[src/rtl/alu_writeback_stage_if.sv]
// alu_writeback_stage_if: ALU-result intake, register-file write port and status outputs of the writeback stage
interface alu_writeback_stage_if #(
    parameter int DATA_W  = 32,
    parameter int DEPTH   = 2,
    parameter int TAG_W   = 5,
    parameter int STALL_W = 16
);
    localparam int CW = $clog2(DEPTH) + 1;
    logic              in_valid;
    logic              in_ready;
    logic [DATA_W-1:0] in_result;
    logic              in_cout;
    logic [2:0]        in_status;
    logic              in_a_msb;
    logic              in_b_msb;
    logic              in_set_flags;
    logic [TAG_W-1:0]  in_tag;
    logic              out_valid;
    logic              out_ready;
    logic [DATA_W-1:0] out_result;
    logic [TAG_W-1:0]  out_tag;
    logic [3:0]        out_flags;
    logic [3:0]        flags;
    logic [CW-1:0]     count;
    logic [STALL_W-1:0] stall_cnt;
    modport master (
        output in_valid, in_result, in_cout, in_status, in_a_msb, in_b_msb, in_set_flags, in_tag, out_ready,
        input  in_ready, out_valid, out_result, out_tag, out_flags, flags, count, stall_cnt
    );
    modport slave (
        input  in_valid, in_result, in_cout, in_status, in_a_msb, in_b_msb, in_set_flags, in_tag, out_ready,
        output in_ready, out_valid, out_result, out_tag, out_flags, flags, count, stall_cnt
    );
endinterface

[src/rtl/alu_writeback_stage.sv]
// alu_writeback_stage: FIFO between the ALU and the register-file write port; owns the NZCV flags register
module alu_writeback_stage #(
    parameter int DATA_W  = 32,
    parameter int DEPTH   = 2,
    parameter int TAG_W   = 5,
    parameter int STALL_W = 16
) (
    input logic clk,
    input logic reset,
    alu_writeback_stage_if.slave bus
);
    localparam int AW = $clog2(DEPTH);
    localparam int CW = AW + 1;
    logic [DATA_W-1:0]  r_result [DEPTH];
    logic [TAG_W-1:0]   r_tag    [DEPTH];
    logic [3:0]         r_snap   [DEPTH];
    logic [AW-1:0]      r_wr, r_rd;
    logic [CW-1:0]      r_count;
    logic [3:0]         r_flags;
    logic [STALL_W-1:0] r_stall;
    logic               w_in_ready, w_out_valid, w_push, w_pop, w_v;
    logic [3:0]         w_nzcv, w_snap;
    assign w_in_ready  = r_count != CW'(DEPTH);
    assign w_out_valid = r_count != '0;
    assign w_push      = bus.in_valid && w_in_ready;
    assign w_pop       = w_out_valid && bus.out_ready;
    // Overflow from raw operand sign bits, matching the ALU's own rule
    assign w_v    = (bus.in_a_msb & bus.in_b_msb & ~bus.in_result[31]) | (~bus.in_a_msb & ~bus.in_b_msb & bus.in_result[31]);
    assign w_nzcv = {bus.in_status[1], bus.in_status[0], bus.in_cout, w_v};
    assign w_snap = bus.in_set_flags ? w_nzcv : r_flags;
    assign bus.in_ready   = w_in_ready;
    assign bus.out_valid  = w_out_valid;
    assign bus.out_result = w_out_valid ? r_result[r_rd] : '0;
    assign bus.out_tag    = w_out_valid ? r_tag[r_rd] : '0;
    assign bus.out_flags  = w_out_valid ? r_snap[r_rd] : '0;
    assign bus.flags      = r_flags;
    assign bus.count      = r_count;
    assign bus.stall_cnt  = r_stall;
    always_ff @(posedge clk) begin
        if (w_push && !reset) begin
            r_result[r_wr] <= bus.in_result;
            r_tag[r_wr]    <= bus.in_tag;
            r_snap[r_wr]   <= w_snap;
        end
    end
    always_ff @(posedge clk) begin
        if (reset) begin
            r_wr    <= '0;
            r_rd    <= '0;
            r_count <= '0;
            r_flags <= '0;
            r_stall <= '0;
        end else begin
            if (w_push) r_wr <= r_wr + 1'b1;
            if (w_pop) r_rd <= r_rd + 1'b1;
            r_count <= r_count + CW'(w_push) - CW'(w_pop);
            if (w_push && bus.in_set_flags) r_flags <= w_nzcv;
            if (bus.in_valid && !w_in_ready && r_stall != '1) r_stall <= r_stall + 1'b1;
        end
    end
endmodule

[src/flat_wrapper.sv]
// flat-port wrapper written by rule: the top's interface ports become plain ports
module alu_writeback_stage_flat 
#(
    parameter int DATA_W  = 32,
    parameter int DEPTH   = 2,
    parameter int TAG_W   = 5,
    parameter int STALL_W = 16
)
  (clk, reset, bus_in_valid, bus_in_result, bus_in_cout, bus_in_status, bus_in_a_msb, bus_in_b_msb, bus_in_set_flags, bus_in_tag, bus_out_ready, bus_in_ready, bus_out_valid, bus_out_result, bus_out_tag, bus_out_flags, bus_flags, bus_count, bus_stall_cnt);
  alu_writeback_stage_if #(.DATA_W(DATA_W), .DEPTH(DEPTH), .TAG_W(TAG_W), .STALL_W(STALL_W)) bus_i ();
  input logic clk;
  input logic reset;
  input wire logic [$bits(bus_i.in_valid)-1:0] bus_in_valid;
  input wire logic [$bits(bus_i.in_result)-1:0] bus_in_result;
  input wire logic [$bits(bus_i.in_cout)-1:0] bus_in_cout;
  input wire logic [$bits(bus_i.in_status)-1:0] bus_in_status;
  input wire logic [$bits(bus_i.in_a_msb)-1:0] bus_in_a_msb;
  input wire logic [$bits(bus_i.in_b_msb)-1:0] bus_in_b_msb;
  input wire logic [$bits(bus_i.in_set_flags)-1:0] bus_in_set_flags;
  input wire logic [$bits(bus_i.in_tag)-1:0] bus_in_tag;
  input wire logic [$bits(bus_i.out_ready)-1:0] bus_out_ready;
  output wire logic [$bits(bus_i.in_ready)-1:0] bus_in_ready;
  output wire logic [$bits(bus_i.out_valid)-1:0] bus_out_valid;
  output wire logic [$bits(bus_i.out_result)-1:0] bus_out_result;
  output wire logic [$bits(bus_i.out_tag)-1:0] bus_out_tag;
  output wire logic [$bits(bus_i.out_flags)-1:0] bus_out_flags;
  output wire logic [$bits(bus_i.flags)-1:0] bus_flags;
  output wire logic [$bits(bus_i.count)-1:0] bus_count;
  output wire logic [$bits(bus_i.stall_cnt)-1:0] bus_stall_cnt;
  assign bus_i.in_valid = bus_in_valid;
  assign bus_i.in_result = bus_in_result;
  assign bus_i.in_cout = bus_in_cout;
  assign bus_i.in_status = bus_in_status;
  assign bus_i.in_a_msb = bus_in_a_msb;
  assign bus_i.in_b_msb = bus_in_b_msb;
  assign bus_i.in_set_flags = bus_in_set_flags;
  assign bus_i.in_tag = bus_in_tag;
  assign bus_i.out_ready = bus_out_ready;
  assign bus_in_ready = bus_i.in_ready;
  assign bus_out_valid = bus_i.out_valid;
  assign bus_out_result = bus_i.out_result;
  assign bus_out_tag = bus_i.out_tag;
  assign bus_out_flags = bus_i.out_flags;
  assign bus_flags = bus_i.flags;
  assign bus_count = bus_i.count;
  assign bus_stall_cnt = bus_i.stall_cnt;
  alu_writeback_stage #(.DATA_W(DATA_W), .DEPTH(DEPTH), .TAG_W(TAG_W), .STALL_W(STALL_W)) u_core (.clk(clk), .reset(reset), .bus(bus_i));
endmodule
[config.mk]
export PLATFORM = sky130hd
export DESIGN_NAME = alu_writeback_stage_flat
export DESIGN_NICKNAME = d
export VERILOG_FILES = /design/src/rtl/alu_writeback_stage_if.sv /design/src/rtl/alu_writeback_stage.sv /design/src/flat_wrapper.sv
export SDC_FILE = /design/constraint.sdc
export NUM_CORES = 1
export LEC_CHECK = 0
export CAP_MARGIN = 20
export CORE_ASPECT_RATIO = 0.7
export CORE_MARGIN = 2
export CORE_UTILIZATION = 44
export CTS_CLUSTER_SIZE = 24
export DETAILED_ROUTE_END_ITERATION = 16
export PLACE_DENSITY = 0.83
export SETUP_SLACK_MARGIN = 0.05
export SYNTH_ARGS = -nofsm -noshare
export SYNTH_HDL_FRONTEND = slang
export SYNTH_SLANG_ARGS = --single-unit
[constraint.sdc]
create_clock -name clk -period 4.8 [get_ports clk]
set_input_delay 0.96 -clock clk [delete_from_list [all_inputs] [get_ports clk]]
set_output_delay 0.96 -clock clk [all_outputs]
set_load 0.03 [all_outputs]
==> flow_metrics.tcl, run 1 <==
set metrics [dict create \
    min_path_type "flip-flop to flip-flop" \
    port_buffers 111 \
    hold_depth 2 \
    crit_path_max_fanout 22 \
    root_buffer "clkbuf_16" \
    busiest_layer "met2" \
    io_pins 113 \
    rsz0062_at_grt "no" \
    reg2regPathDepth 7 \
    path_buf_inv 2 \
    cellLeakagePower_nw 2.01 \
    synth-edff-count 82 \
    met2_usage_pct 29.5 \
    clock.fmax_mhz 288 \
    drt-vias-per-instance 5.12 \
    ys_seq_elements 107 \
    overflow 0 \
    postRouteAntennaNets 0 \
    drt-total-wl_mm 9.11 \
    postSynthNetCount 366 \
    max_cap_viol_count 0 \
    cp.arrival_ns 2.51 \
    diodes 0 \
    post-route-min-period_ns 3.47 \
    synthFlopType "edfxtp_1" \
    cts_setup_buffers 0 \
    path_clk_slew_ns 0.07 \
    cp-end-kind "output port" \
    hold_slack_ns 0.513 \
    critical_path_class "flip-flop to output port" \
    antenna_found_initial 0 \
    cts_htree_levels 3 \
    yosys_warnings 0 \
    final.setup_skew_ns 0.00271 \
    yosys.area.top_type "edfxtp_1" \
    slew_headroom_pct 32.4 \
    cts_tree "yes" \
    num_vias 2891 \
    nFillCells 735 \
    ctsResizeCount 0 \
    grt_pass1_wl_mm 14.1 \
    synth.area.top_cells "edfxtp_1 57%, dfxtp_1 12%, mux2i_1 11%" \
    drive_gt1_share_pct 8.70 \
    crit_slowest_cell "dfxtp_2" \
    synth.distinct_cells 40 \
    syn_inst 316 \
    cts.sinks 107 \
    power.density_nw_per_um2 489 \
    r2r-start "u_core.bus.count[1]$_SDFF_PP0_" \
    first_global_vias 2887 \
    setup_viol 0 \
    clk_path_buf_depth 2 \
    initial_utilization_pct 44.9 \
    synthArstFlopShare_pct 0 \
    grt.total_usage_pct 17.5 \
    status "completed" \
    synth-seq-area-share_pct 68.4 \
    crit_path_start_kind "flip-flop" \
    grt_max_degree 43 \
    total_power_mw 2.90 \
    numCtsBuffers 9 \
    min_from "u_core.r_rd$_SDFFE_PP0P_" \
    r2r-end "u_core.bus.count[1]$_SDFF_PP0_" \
    crit_chain "buf_4 > mux2i_1 > nor2_1 > clkdlybuf4s50_1" \
    crit_family "buffers and inverters" \
    required_ns 3.84 \
    area_growth_pct 36.8 \
    dp_hpwl_mm 6.37 \
    worst_slew_pin_slew_ns 1.00 \
    ir_worst_vdd_mv 0.307 \
    drtPass1Iterations 4 \
    yosysMostFrequentCell "edfxtp_1" \
    drc 0 \
    hold_viol 0 \
    die_x_um 123 \
    gp_congestion 0.940 \
    cts_hold_buf 0 \
    grt_use_met3_pct 4.45 \
    regToRegSetupSlack_ns 2.33 \
    fin_crit_sh_pct 72.4 \
    dieHeight_um 87 \
    slowest_delay_ns 0.75 \
    synth.avg_cell_area_um2 13.7 \
    final_core_util_pct 61.4 \
    yosys-top-cells-count "82 x edfxtp_1, 59 x nor2_1, 46 x mux2i_1" \
    use_met1_pct 22.1 \
    dieArea_um2 10700 \
    num-nets-final 482 \
    final_max_slew_viol_count 0 \
    clkLatencyLatePin_ns 0.33 \
    num_rows 30 \
    setup_tns_ns 0 \
    drt-initial-drc-count 228 \
    core_area_um2 9650 \
    wl_per_cell_um 16.1 \
    synth_area_um2 4330 \
    synth_top_area_share_pct 56.9 \
]
==> logic make-up (layout without fill, tap and decap cells) <==
kind of cell             Yosys count  in the layout  share of synthesized area (%)
XOR/XNOR                           4              4                          0.809
AO/OA/AOI/OAI                     22             22                           3.27
AND/OR/NAND/NOR                  109            109                           12.5
adder cells (fa/ha/maj)            2              2                          0.578
multiplexers                      55             55                           13.0
flip-flops                       107            107                           68.4
buffers and inverters             17            138                           1.47
==> worst max-delay path by stage <==
| stage | from | to | slack, ns | cells after the start |
|---|---|---|---|---|
| final | flip-flop | bus_out_result[27] | 1.33 | 4 |
| after global routing | flip-flop | bus_out_result[22] | 1.15 | 4 |
| after CTS | flip-flop | bus_out_flags[3] | 1.28 | 4 |
| after detailed placement | flip-flop | bus_out_result[27] | 1.66 | 4 |
| after global placement | flip-flop | bus_out_result[8] | 1.68 | 4 |
| after floorplan | reset | u_core.r_result[0][0]$_DFFE_PP_ | 0.07 | 3 |
==> flip-flops by register name, summed over array words and instances (netlist names), named ones only <==
name,flops
u_core.bus.flags,4
u_core.bus.stall_cnt,16
u_core.r_rd,1
u_core.r_wr,1
u_core.r_snap,8
u_core.bus.count,2
u_core.r_result,64
u_core.r_tag,10
==> report_power, final <==
part,switching (mW),internal [mW],total (mW)
clock,0.311,0.405,0.716
sequential,0.0663,1.09,1.15
combinational,0.597,0.432,1.03
total,0.974,1.92,2.90
==> cell usage in the layout, fill, tap and decap left out, drive strengths merged, types with 3 or more instances in the layout <==
master         instances
mux2i                 46
xnor2                  3
dfxtp                 25
a31oi                  5
clkinvlp               3
nand3                  6
nor2b                  5
o21ai                  4
inv                    6
clkdlybuf4s50        111
nor3                   6
clkbuf                10
nand2                 12
a21oi                  5
edfxtp                82
nor2                  59
mux2                   9
buf                    6
==> per-layer routing <==
layer / vias to the layer above / wire [um]
met4: 0 / 96
met3: 7 / 529
met2: 98 / 4520
met5: - / 0
met1: 1382 / 3970
li1: 1404 / -
==> worst min-delay path: stages (launching register included) <==
cell,delay (ns)
dfxtp_1,0.32
xnor2_1,0.08
nor2_1,0.08
==> through the flow <==
stage | instances | setup slack [ns] | cell area [um2]
global route | 565 | 1.15 | 5920
global placement | 549 | 1.68 | 5630
floorplan | 316 | 0.0655 | 4340
CTS | 565 | 1.28 | 5920
detailed placement | 549 | 1.66 | 5630
finish | 565 | 1.33 | 5920
==> layout make-up <==
cell class	instances	area (um2)	share of cell area (%)
sequential	107	2960	50.1
multi-input combinational	192	1330	22.4
timing repair buffer	117	1160	19.5
clock buffer	10	229	3.87
tap	128	160	2.70
clock inverter	6	66.3	1.12
inverter	5	18.8	0.317
Power figures use the tool's default switching activity.
==> inputs of run 2 (changes only) <==
- clock period: 4.8 -> 2.91 ns (I/O delays scaled with it)
==> flow_metrics.tcl, run 2 (synthesis results as in run 1) <==
set metrics [dict create \
    status "completed" \
    swShare_pct 34.7 \
    final_cell_mix "111 x clkdlybuf4s50_1, 82 x edfxtp_1, 58 x nor2_1, 46 x mux2i_1, 24 x dfxtp_1" \
    diodes 0 \
    slew_headroom_pct 51.3 \
    first_global_vias 2929 \
    multi_input_area_um2 1350 \
    final_core_util_pct 61.7 \
    final_common_cell "clkdlybuf4s50_1" \
    wl_per_cell_um 16.5 \
    drtPass1Iterations 4 \
    r2r-end "u_core.bus.stall_cnt[11]$_SDFFE_PP0P_" \
    core_area_um2 9650 \
    drive_gt1_share_pct 9.32 \
    p_clk_share_pct 23.5 \
    rsz0062_at_grt "no" \
    reg2regPathDepth 6 \
    hold_viol 0 \
    final_max_slew_viol_count 0 \
    design_area_um2 5950 \
    register_area_um2 2960 \
    p_int_mw 3.11 \
    setup_viol 0 \
    numCtsBuffers 9 \
    dp_hpwl_mm 6.33 \
    seqPwrFrac_pct 39.2 \
    dieArea_um2 10700 \
    cts_setup_buffers 0 \
    num_rows 30 \
    path_clk_slew_ns 0.07 \
    total_power_mw 4.76 \
    cp-end-kind "output port" \
    placed_area_um2 5660 \
    drt-total-wl_mm 9.38 \
    required_ns 2.33 \
    r2r-start "u_core.bus.stall_cnt[0]$_SDFFE_PP0P_" \
    setup_tns_ns 0 \
    pwr-share-comb_pct 37.3 \
    postRouteAntennaNets 0 \
    antenna_found_initial 0 \
    crit_path_max_fanout 21 \
    io_pins 113 \
    root_buffer "clkbuf_16" \
    gp_congestion 0.856 \
    crit_path_start_kind "flip-flop" \
    critical_path_class "flip-flop to output port" \
    num_vias 2925 \
    met2_usage_pct 32.3 \
    switchingPower_mw 1.66 \
    worst_slew_pin_slew_ns 0.724 \
    ir_worst_vdd_mv 0.555 \
    grt_use_met3_pct 4.91 \
    min_from "u_core.r_rd$_SDFFE_PP0P_" \
    power.density_nw_per_um2 801 \
    min_path_type "flip-flop to flip-flop" \
    clock.fmax_mhz 363 \
    overflow 0 \
    die_x_um 123 \
    clk_path_buf_depth 2 \
    initial_utilization_pct 44.9 \
    final.setup_skew_ns 0.00810 \
    num-nets-final 485 \
    cellLeakagePower_nw 2.02 \
    grt_max_degree 42 \
    area_growth_pct 37.4 \
    port_buffers 111 \
    grt_pass1_wl_mm 14.6 \
    cts.sinks 107 \
    cts_hold_buf 0 \
    drt-initial-drc-count 221 \
    post-route-min-period_ns 2.76 \
    regToRegSetupSlack_ns 0.64 \
    top_register "u_core.r_result" \
    drt-vias-per-instance 5.15 \
    max_cap_viol_count 0 \
    use_met1_pct 21.6 \
    dieHeight_um 87 \
    cp.arrival_ns 2.18 \
    drc 0 \
    cts_htree_levels 3 \
    clkLatencyLatePin_ns 0.34 \
    grt.total_usage_pct 18.1 \
    busiest_layer "met2" \
    largest_reg_flops 64 \
    cts_tree "yes" \
    nFillCells 745 \
    hold_depth 2 \
    fin_crit_sh_pct 94.8 \
]
-- run 2: metrics by stage --
step | setup slack (ns) | hold slack, ns | instances
global placement | 0.297 | 0.493 | 551
finish | 0.152 | 0.518 | 568
detailed placement | 0.260 | 0.506 | 551
global route | 0.0656 | 0.543 | 568
CTS | 0.103 | 0.524 | 568
floorplan | 0.169 | 0.481 | 316
-- run 2: timing repair --
action                     in CTS  in global routing
cloned                          1                  0
hold endpoints to repair        0                  0
setup endpoints to repair      42                  1
pin swaps                       1                  1
gates resized for setup         1                  0
-- run 2: routing by layer --
layer	share of wire, %	vias to the layer above
met5	0	-
met4	0.88	0
met3	5.0	5
met2	51	86
met1	43	1420
li1	-	1414
-- run 2: worst max path at each step --
stage | startpoint | to | slack [ns] | cells past startpoint
floorplan | u_core.bus.count[0]$_SDFF_PP0_ | u_core.r_result[1][0]$_DFFE_PP_ | 0.17 | 3
global placement | u_core.bus.count[1]$_SDFF_PP0_ | bus_out_result[29] | 0.30 | 3
detailed placement | bus_in_valid | u_core.bus.stall_cnt[10]$_SDFFE_PP0P_ | 0.26 | 5
CTS | u_core.bus.count[1]$_SDFF_PP0_ | bus_out_result[28] | 0.10 | 3
global route | u_core.bus.count[1]$_SDFF_PP0_ | bus_out_result[28] | 0.07 | 3
finish | u_core.bus.count[1]$_SDFF_PP0_ | bus_out_result[28] | 0.15 | 3
-- run 2: worst max-delay path, cell delays in order (launching register included) --
cell	delay, ns
dfxtp_1	0.64
nor2_4	0.23
nor2_1	0.24
clkdlybuf4s50_1	0.71
-- run 2: cell type report --
class                   count  share of cell area, %
clock buffers              10                   3.85
clock inverters             6                  0.799
inverters                   5                  0.316
flip-flops and latches    107                   49.8
repair buffers            119                   19.9
well taps                 128                   2.69
multi-input cells         193                   22.6
-- run 2: power groups by stage --
stage | clock (mW) | combinational (mW) | sequential (mW)
3_5_place_dp | 0 | 1.77 | 1.89
2_1_floorplan | 0 | 1.05 | 1.90
4_1_cts | 1.15 | 1.80 | 1.87
3_3_place_gp | 0 | 1.75 | 1.88
6_report | 1.12 | 1.78 | 1.87
5_1_grt | 1.22 | 1.89 | 1.88
